<file path="src/rtl/rv32m_div_unit.sv">
// RV32M integer divide/remainder unit: restoring divider, one quotient bit per
// cycle, with single-cycle fast paths for divide-by-zero and signed overflow.
// Ports: clk, rst (async, active-high), start/op/A/B request, flush abort,
//        busy (not idle), done (one-cycle result pulse), Y (result).
module rv32m_div_unit #(
    parameter int N = 32
) (
    input  logic         clk,
    input  logic         rst,
    input  logic         start,
    input  logic [1:0]   op,
    input  logic [N-1:0] A,
    input  logic [N-1:0] B,
    input  logic         flush,
    output logic         busy,
    output logic         done,
    output logic [N-1:0] Y
);

    typedef enum logic [1:0] {IDLE, CALC, FIX, DONE} state_t;

    localparam logic [N-1:0] LAST = N'(N - 1);
    localparam logic [N-1:0] MIN  = {1'b1, {(N-1){1'b0}}};

    state_t       state_q;
    logic         busy_q;
    logic         done_q;
    logic         sel_rem_q;
    logic         a_neg_q;
    logic         b_neg_q;
    logic [N-1:0] quo_q;
    logic [N-1:0] dvs_q;
    logic [N-1:0] rem_q;
    logic [N-1:0] cnt_q;
    logic [N-1:0] y_q;

    logic         is_signed;
    logic         a_neg;
    logic         b_neg;
    logic [N-1:0] a_abs;
    logic [N-1:0] b_abs;
    logic         ovf;
    logic [N:0]   rem_sh;
    logic [N:0]   diff;
    logic         ge;
    logic [N-1:0] rem_d;
    logic [N-1:0] quo_d;
    logic [N-1:0] q_fix;
    logic [N-1:0] r_fix;
    logic [N-1:0] y_d;

    always_comb begin
        is_signed = ~op[0];
        a_neg     = is_signed & A[N-1];
        b_neg     = is_signed & B[N-1];
        a_abs     = a_neg ? -A : A;
        b_abs     = b_neg ? -B : B;
        ovf       = is_signed && (A == MIN) && (B == '1);
        // Shifted remainder may carry into bit N; in that case it already
        // exceeds any N-bit divisor, so the subtract always succeeds.
        rem_sh    = {rem_q, quo_q[N-1]};
        diff      = rem_sh - {1'b0, dvs_q};
        ge        = rem_sh[N] | ~diff[N];
        rem_d     = ge ? diff[N-1:0] : rem_sh[N-1:0];
        quo_d     = {quo_q[N-2:0], ge};
        q_fix     = (a_neg_q ^ b_neg_q) ? -quo_q : quo_q;
        r_fix     = a_neg_q ? -rem_q : rem_q;
        y_d       = sel_rem_q ? r_fix : q_fix;
    end

    always_ff @(posedge clk or posedge rst) begin
        if (rst) begin
            state_q   <= IDLE;
            busy_q    <= 1'b0;
            done_q    <= 1'b0;
            sel_rem_q <= 1'b0;
            a_neg_q   <= 1'b0;
            b_neg_q   <= 1'b0;
            quo_q     <= '0;
            dvs_q     <= '0;
            rem_q     <= '0;
            cnt_q     <= '0;
            y_q       <= '0;
        end else if (flush) begin
            state_q <= IDLE;
            busy_q  <= 1'b0;
            done_q  <= 1'b0;
        end else begin
            unique case (state_q)
                IDLE: begin
                    if (start) begin
                        sel_rem_q <= op[1];
                        a_neg_q   <= a_neg;
                        b_neg_q   <= b_neg;
                        quo_q     <= a_abs;
                        dvs_q     <= b_abs;
                        rem_q     <= '0;
                        cnt_q     <= '0;
                        busy_q    <= 1'b1;
                        if (B == '0) begin
                            y_q     <= op[1] ? A : '1;
                            state_q <= DONE;
                            done_q  <= 1'b1;
                        end else if (ovf) begin
                            y_q     <= op[1] ? '0 : A;
                            state_q <= DONE;
                            done_q  <= 1'b1;
                        end else begin
                            state_q <= CALC;
                        end
                    end
                end
                CALC: begin
                    rem_q <= rem_d;
                    quo_q <= quo_d;
                    cnt_q <= cnt_q + N'(1);
                    if (cnt_q == LAST) begin
                        state_q <= FIX;
                    end
                end
                FIX: begin
                    y_q     <= y_d;
                    state_q <= DONE;
                    done_q  <= 1'b1;
                end
                DONE: begin
                    state_q <= IDLE;
                    busy_q  <= 1'b0;
                    done_q  <= 1'b0;
                end
            endcase
        end
    end

    assign busy = busy_q;
    assign done = done_q;
    assign Y    = y_q;

endmodule

</file>
<file path="config.mk">
export PLATFORM = sky130hd
export DESIGN_NAME = rv32m_div_unit
export DESIGN_NICKNAME = d
export VERILOG_FILES = /design/src/rtl/rv32m_div_unit.sv
export SDC_FILE = /design/constraint.sdc
export NUM_CORES = 1
export LEC_CHECK = 0
export ABC_AREA = 1
export CELL_PAD_IN_SITES_DETAIL_PLACEMENT = 1
export CELL_PAD_IN_SITES_GLOBAL_PLACEMENT = 2
export CORE_MARGIN = 5
export CORE_UTILIZATION = 33
export DETAILED_ROUTE_END_ITERATION = 7
export GPL_TIMING_DRIVEN = 0
export MAX_ROUTING_LAYER = met4
export PLACE_DENSITY = 0.82
export SYNTH_ARGS = -nofsm -noshare
export SYNTH_HDL_FRONTEND = slang
export SYNTH_SLANG_ARGS = --single-unit
</file>
<file path="constraint.sdc">
create_clock -name clk -period 8.4 [get_ports clk]
set_clock_uncertainty 0.2 [all_clocks]
set_input_delay 1.68 -clock clk [delete_from_list [all_inputs] [get_ports clk]]
set_output_delay 1.68 -clock clk [all_outputs]
set_load 0.05 [all_outputs]
</file>
==> results of run 1 <==
## area by class of cell
type | instances | area (um2) | area share, %
timing repair buffer | 103 | 1050 | 5.98
buffer | 86 | 415 | 2.37
clock buffer | 19 | 453 | 2.58
clock inverter | 13 | 160 | 0.913
inverter | 326 | 1230 | 7.03
tap | 600 | 751 | 4.28
multi-input combinational | 1923 | 9300 | 53.0
sequential | 167 | 4180 | 23.8
## worst reg2reg max path: cells and delay by family (launching register included)
kind                       cells  cell delay, ns
adders and majority gates      2            0.76
DFF                            1            0.49
buffers and inverters          3            0.44
and+or+nand+nor               11            1.26
## metrics by stage
stage	cell area (um2)	power [uW]	utilization [%]
5_1_grt	17500	5440	38.7
4_1_cts	17500	5060	38.7
3_5_place_dp	16900	4180	37.3
3_3_place_gp	16900	4120	37.2
6_report	17500	5060	38.7
2_1_floorplan	15100	3120	-
## cell families after synthesis
family	Yosys count
flip-flops	167
XOR/XNOR	65
AND/OR/NAND/NOR	1522
adder cells (fa/ha/maj)	43
buffers and inverters	412
AO/OA/AOI/OAI	293
## cell usage in the layout, fill, tap and decap left out, drive strengths merged, types with 15 or more instances in the layout
| cell | n |
|---|---|
| nand2 | 814 |
| inv | 331 |
| nand3 | 296 |
| nor2 | 281 |
| dfrtp | 167 |
| o21ai | 166 |
| clkdlybuf4s50 | 102 |
| clkbuf | 68 |
| a21oi | 64 |
| nand4 | 57 |
| xor2 | 45 |
| ha | 42 |
| nor3 | 42 |
| buf | 38 |
| xnor2 | 20 |
| o221ai | 15 |
## power by group
group | switching (uW) | internal, uW | leakage (uW)
logic | 2130 | 859 | 0.00627
clock network | 398 | 463 | 0.000299
registers | 179 | 1030 | 0.00220
total | 2700 | 2350 | 0.00877
## metal layers
layer  share of wire (%)  track usage [%]
met3                 3.3             2.42
met2                  46             41.4
met5                   0                -
met1                  49             36.4
met4                 1.6             6.17
## worst max-delay path by stage
| stage | from | end | slack [ns] | cells past startpoint |
|---|---|---|---|---|
| after global routing | A[0] | Y[26] | 3.78 | 14 |
| after detailed placement | A[0] | Y[26] | 3.46 | 14 |
| final | A[0] | Y[26] | 3.89 | 14 |
| after global placement | rst | cnt_q[17] | -0.76 | 2 |
| after CTS | A[0] | Y[16] | 3.98 | 14 |
| after floorplan | rst | Y[0] | 2.00 | 1 |
## flip-flops by register name, summed over array words and instances, names as in the netlist, 2 cells and up
signal,count
quo_q,32
cnt_q,32
state_q,2
dvs_q,32
Y,32
rem_q,32
==> results.sh, run 1 <==
export IMPL_worst_setup_path_end_kind="register"
export IMPL_dp_cells=3205
export IMPL_avgRoutedWirePerCell_um=19.8
export IMPL_antenna_cells=0
export IMPL_remaining_drc_errors=0
export IMPL_stdcell_count=3237
export IMPL_critPathKind="input port to register"
export IMPL_slew_viol_final=0
export IMPL_routed_wl_um=64200
export IMPL_pwr_density_cell_nw_per_um2=288
export IMPL_holdPathStages=2
export IMPL_syn_cell_area_um2=15100
export IMPL_cts_max_level=4
export IMPL_async_flop_share_pct=100
export IMPL_drtIter0Drc=1199
export IMPL_reg2reg_from="quo_q[31]"
export IMPL_crit_path_top_delay_cell="clkdlybuf4s50_1"
export IMPL_yosysSeqAreaShare_pct=27.6
export IMPL_r2r_cells=16
export IMPL_die_width_um=224
export IMPL_crit_chain="clkdlybuf4s50_1 > inv_1 > ha_1 > nand3_1 > nor2_2 > nand2_1 > nor2_1 > nand3_1 > nand2_2 > nand2_4 > buf_6 > nor2_1 > nand2_1 > nand2_1"
export IMPL_final_nets=2737
export IMPL_globalplace_congestion=0.929
export IMPL_io_buffers=102
export IMPL_final_fill_count=6126
export IMPL_hold_path_class="register to register"
export IMPL_cts_resized_gates=0
export IMPL_clock_fmax_mhz=222
export IMPL_synth_edff_count=0
export IMPL_gr_usage_all_layers_pct=26.2
export IMPL_synth_most_common_cell="nand2_1"
export IMPL_crit_arrival_ns=4.74
export IMPL_clk_pin_slew_ns=0.08
export IMPL_post_cts_repair_setup_buffers=0
export IMPL_cts_tree="yes"
export IMPL_reg2reg_slack_ns=5.14
export IMPL_setup_violations=0
export IMPL_setup_ws_ns=3.89
export IMPL_ant_nets=0
export IMPL_synth_area_leader_cell="dfrtp_1"
export IMPL_fin_crit_ns=4.51
export IMPL_synth_mux_area_share_pct=0
export IMPL_leakage_uw=0.00877
export IMPL_vias=16900
export IMPL_synth_compound_area_share_pct=10.8
export IMPL_grt_overflow_total=0
export IMPL_rsz0062_at_grt="no"
export IMPL_min_delay_start="Y[0]"
export IMPL_grt_pass1_wl_um=99100
export IMPL_synth_top_family_by_area="simple AND/OR/NAND/NOR gates"
export IMPL_critical_path_top_delay_family="simple AND/OR/NAND/NOR gates"
export IMPL_grt_max_degree=92
export IMPL_antenna_found_initial=0
export IMPL_fin_worst_hold_slack_ns=0.276
export IMPL_ios=104
export IMPL_areaGrowthSynthToFinish_pct=16.0
export IMPL_hpwl_um=53200
export IMPL_worst_pin_slew_ns=1.03
export IMPL_cts_root_buf="clkbuf_16"
export IMPL_r2r_end="rem_q[20]"
export IMPL_floorplan_initialDensity_pct=33.3
export IMPL_yosys_warnings=0
export IMPL_yosysUniqueCellTypes=52
export IMPL_crit_buf_inv=3
export IMPL_die_h_um=224
export IMPL_critical_path_required_ns=8.63
export IMPL_cts_max_path_buffers=2
export IMPL_drive_above_1_share_pct=4.17
export IMPL_cts_sinks=167
export IMPL_synthCells=2502
export IMPL_hold_viol=0
export IMPL_irDropWorstVdd_mv=0.181
export IMPL_postCtsHoldBufs=0
export IMPL_netlist_top_cells_count="800 x nand2_1, 320 x inv_1, 295 x nand3_1, 260 x nor2_1, 167 x dfrtp_1"
export IMPL_die_area_um2=50200
export IMPL_synthTopCellsByArea="dfrtp_1 28%, nand2_1 20%, nand3_1 9.8%"
export IMPL_start_kind="input port"
export IMPL_clkLatencyLatePin_ns=0.49
export IMPL_drt_pass1_iterations=5
export IMPL_synth_flop_cell="dfrtp_1"
export IMPL_place_ws_ns=3.46
export IMPL_cts_buffers=17
export IMPL_hold_end="Y[0]"
export IMPL_synthAdderAreaFrac_pct=3.61
export IMPL_cap_violations=0
export IMPL_relSlewSlack_pct=31.2
export IMPL_cp_max_fo=10
export IMPL_synth_xor_area_share_pct=3.76
export IMPL_syn_mean_instance_area_um2=6.04
export IMPL_synth_top_area_share_pct=27.6
export IMPL_synth_simple_area_share_pct=43.3
export IMPL_synth_nets=2615
export IMPL_slowest_delay_ns=0.50
export IMPL_grt_pass1_vias=17200
export IMPL_avgViaCountPerCell=5.22
export IMPL_coreArea_um2=45400
export IMPL_period_share_pct=53.7
export IMPL_status="finished clean"
export IMPL_tns_ns=0
export IMPL_core_rowCount=78
export IMPL_synth_seq_cells=167
export IMPL_cpMostUsedCell="nand2_1"
Power figures use the tool's default switching activity.
==> run 2: changes to the inputs <==
==> constraint.sdc (replaced) <==
create_clock -name clk -period 4.5 [get_ports clk]
set_clock_uncertainty 0.2 [all_clocks]
set_input_delay 0.9 -clock clk [delete_from_list [all_inputs] [get_ports clk]]
set_output_delay 0.9 -clock clk [all_outputs]
set_load 0.05 [all_outputs]
==> run 2 against run 1 <==
Net effect:
- non-clock buffer count rose by 3
- count of clock-buffer cells in the layout fell by 2
- die area did not move
- sequential share of layout area fell by 0.095 points
- highest routed layer unchanged
- core utilization rose by 0.15 points
==> results.sh, run 2 (same netlist as run 1, synthesis figures left out) <==
export IMPL_ant_nets=0
export IMPL_rsz0062_at_grt="no"
export IMPL_r2r_cells=16
export IMPL_avgViaCountPerCell=5.19
export IMPL_die_area_um2=50200
export IMPL_cts_tree="yes"
export IMPL_postCtsHoldBufs=0
export IMPL_hpwl_um=53700
export IMPL_mostFrequentLayoutCells="800 x nand2_1, 319 x inv_1, 295 x nand3_1"
export IMPL_relSlewSlack_pct=40.4
export IMPL_cts_max_path_buffers=2
export IMPL_globalplace_congestion=0.941
export IMPL_final_nets=2740
export IMPL_final_fill_count=6162
export IMPL_avgRoutedWirePerCell_um=19.8
export IMPL_crit_buf_inv=4
export IMPL_pwr_density_cell_nw_per_um2=538
export IMPL_holdPathStages=2
export IMPL_worst_setup_path_end_kind="register"
export IMPL_leakage_uw=0.00880
export IMPL_clk_pin_slew_ns=0.07
export IMPL_drive_above_1_share_pct=4.28
export IMPL_ios=104
export IMPL_critical_path_required_ns=4.72
export IMPL_slowest_delay_ns=0.49
export IMPL_cts_resized_gates=0
export IMPL_critical_path_top_delay_family="simple AND/OR/NAND/NOR gates"
export IMPL_critPathKind="input port to register"
export IMPL_grt_overflow_total=0
export IMPL_post_cts_repair_setup_buffers=0
export IMPL_final_util_pct=38.8
export IMPL_floorplan_initialDensity_pct=33.3
export IMPL_irDropWorstVdd_mv=0.349
export IMPL_worstSetupStartpoint="A[0]"
export IMPL_remaining_drc_errors=0
export IMPL_routed_wl_um=64200
export IMPL_hold_path_class="register to register"
export IMPL_status="finished clean"
export IMPL_slew_viol_final=0
export IMPL_antenna_found_initial=1
export IMPL_cp_endpoint="Y[15]"
export IMPL_cts_sinks=167
export IMPL_clock_fmax_mhz=271
export IMPL_drtIter0Drc=1159
export IMPL_stdcell_count=3241
export IMPL_areaGrowthSynthToFinish_pct=16.5
export IMPL_grt_pass1_wl_um=99500
export IMPL_cts_buffers=17
export IMPL_p_total_uw=9470
export IMPL_cts_max_level=4
export IMPL_cp_max_fo=10
export IMPL_crit_chain="clkdlybuf4s50_1 > inv_1 > ha_1 > nand3_1 > nor2_2 > nand2_1 > nor2_1 > nand3_1 > nand2_2 > nand2_4 > inv_2 > buf_4 > nand3_1 > nand2_1"
export IMPL_final_common_cell="nand2_1"
export IMPL_reg2reg_slack_ns=1.23
export IMPL_final_seq_area_um2=4180
export IMPL_reg2reg_from="quo_q[31]"
export IMPL_cap_violations=0
export IMPL_io_buffers=102
export IMPL_gr_usage_all_layers_pct=26.1
export IMPL_crit_arrival_ns=3.92
export IMPL_crit_cells=14
export IMPL_dp_cells=3208
export IMPL_vias=16800
export IMPL_setup_violations=0
export IMPL_drt_pass1_iterations=5
export IMPL_clkLatencyLatePin_ns=0.49
export IMPL_grt_max_degree=42
export IMPL_period_share_pct=82.1
export IMPL_fin_crit_ns=3.70
export IMPL_cpMostUsedCell="nand3_1"
export IMPL_start_kind="input port"
export IMPL_r2r_end="rem_q[20]"
export IMPL_worst_pin_slew_ns=0.894
export IMPL_die_width_um=224
export IMPL_multiInputGateArea_um2=9300
export IMPL_hold_viol=0
export IMPL_cts_root_buf="clkbuf_16"
export IMPL_core_rowCount=78
export IMPL_crit_path_top_delay_cell="clkdlybuf4s50_1"
export IMPL_die_h_um=224
export IMPL_grt_pass1_vias=17000
export IMPL_coreArea_um2=45400
## run 2: cell count changes in the layout (fill, tap and decap cells not counted), sizes merged
cell,change
buf,+3
clkbuf,-2
clkinv,+2
diode,+1
## run 2: worst min path at each step
stage | startpoint | end | slack (ns)
after detailed placement | Y[8] | Y[8] | 0.27
after global placement | Y[8] | Y[8] | 0.26
after global routing | Y[8] | Y[8] | 0.29
after floorplan | dvs_q[28] | dvs_q[28] | 0.25
after CTS | Y[8] | Y[8] | 0.28
final | Y[8] | Y[8] | 0.28
## run 2: worst register-to-register path, stage by stage, from the launching register on
cell	delay, ns
dfrtp_1	0.49
inv_1	0.15
ha_1	0.30
fa_1	0.45
inv_1	0.13
nand2_1	0.06
nand2_1	0.07
nand3_1	0.09
nand2_2	0.15
nand2_2	0.08
nand2_4	0.09
nand3_4	0.17
nand2_8	0.19
buf_6	0.19
nand3_1	0.19
nand3_1	0.12
nand2_1	0.07
## run 2: final cells by class
| class | instances | area share [%] |
|---|---|---|
| Tap cell | 600 | 4.26 |
| Clock buffer | 17 | 2.42 |
| Sequential cell | 167 | 23.7 |
| Antenna cell | 1 | 0.0142 |
| Multi-Input combinational cell | 1923 | 52.8 |
| Inverter | 326 | 6.98 |
| Timing Repair Buffer | 106 | 6.25 |
| Clock inverter | 15 | 1.17 |
| Buffer | 86 | 2.36 |
## run 2: metal layers
layer / part of all wire [%] / track usage, % / vias up / wire length, um
li1: - / - / 8316 / -
met2: 47 / 41.9 / 252 / 29900
met3: 2.8 / 2.25 / 38 / 1770
met4: 1.3 / 5.47 / 0 / 845
met5: 0 / - / - / 0
met1: 49 / 36.3 / 8209 / 31700
## run 2: stage by stage
| step | area, um2 | hold WS, ns | worst slack (ns) | TNS [ns] |
|---|---|---|---|---|
| floorplan | 15100 | 0.249 | 1.27 | 0 |
| global placement | 16900 | 0.261 | -0.384 | -60.42 |
| detailed placement | 17000 | 0.266 | 0.335 | 0 |
| CTS | 17600 | 0.285 | 0.861 | 0 |
| global route | 17600 | 0.286 | 0.662 | 0 |
| finish | 17600 | 0.282 | 0.805 | 0 |
## run 2: report_power, final
group	switching [uW]	internal, uW
clock	788	856
combinational	3970	1610
sequential	331	1920
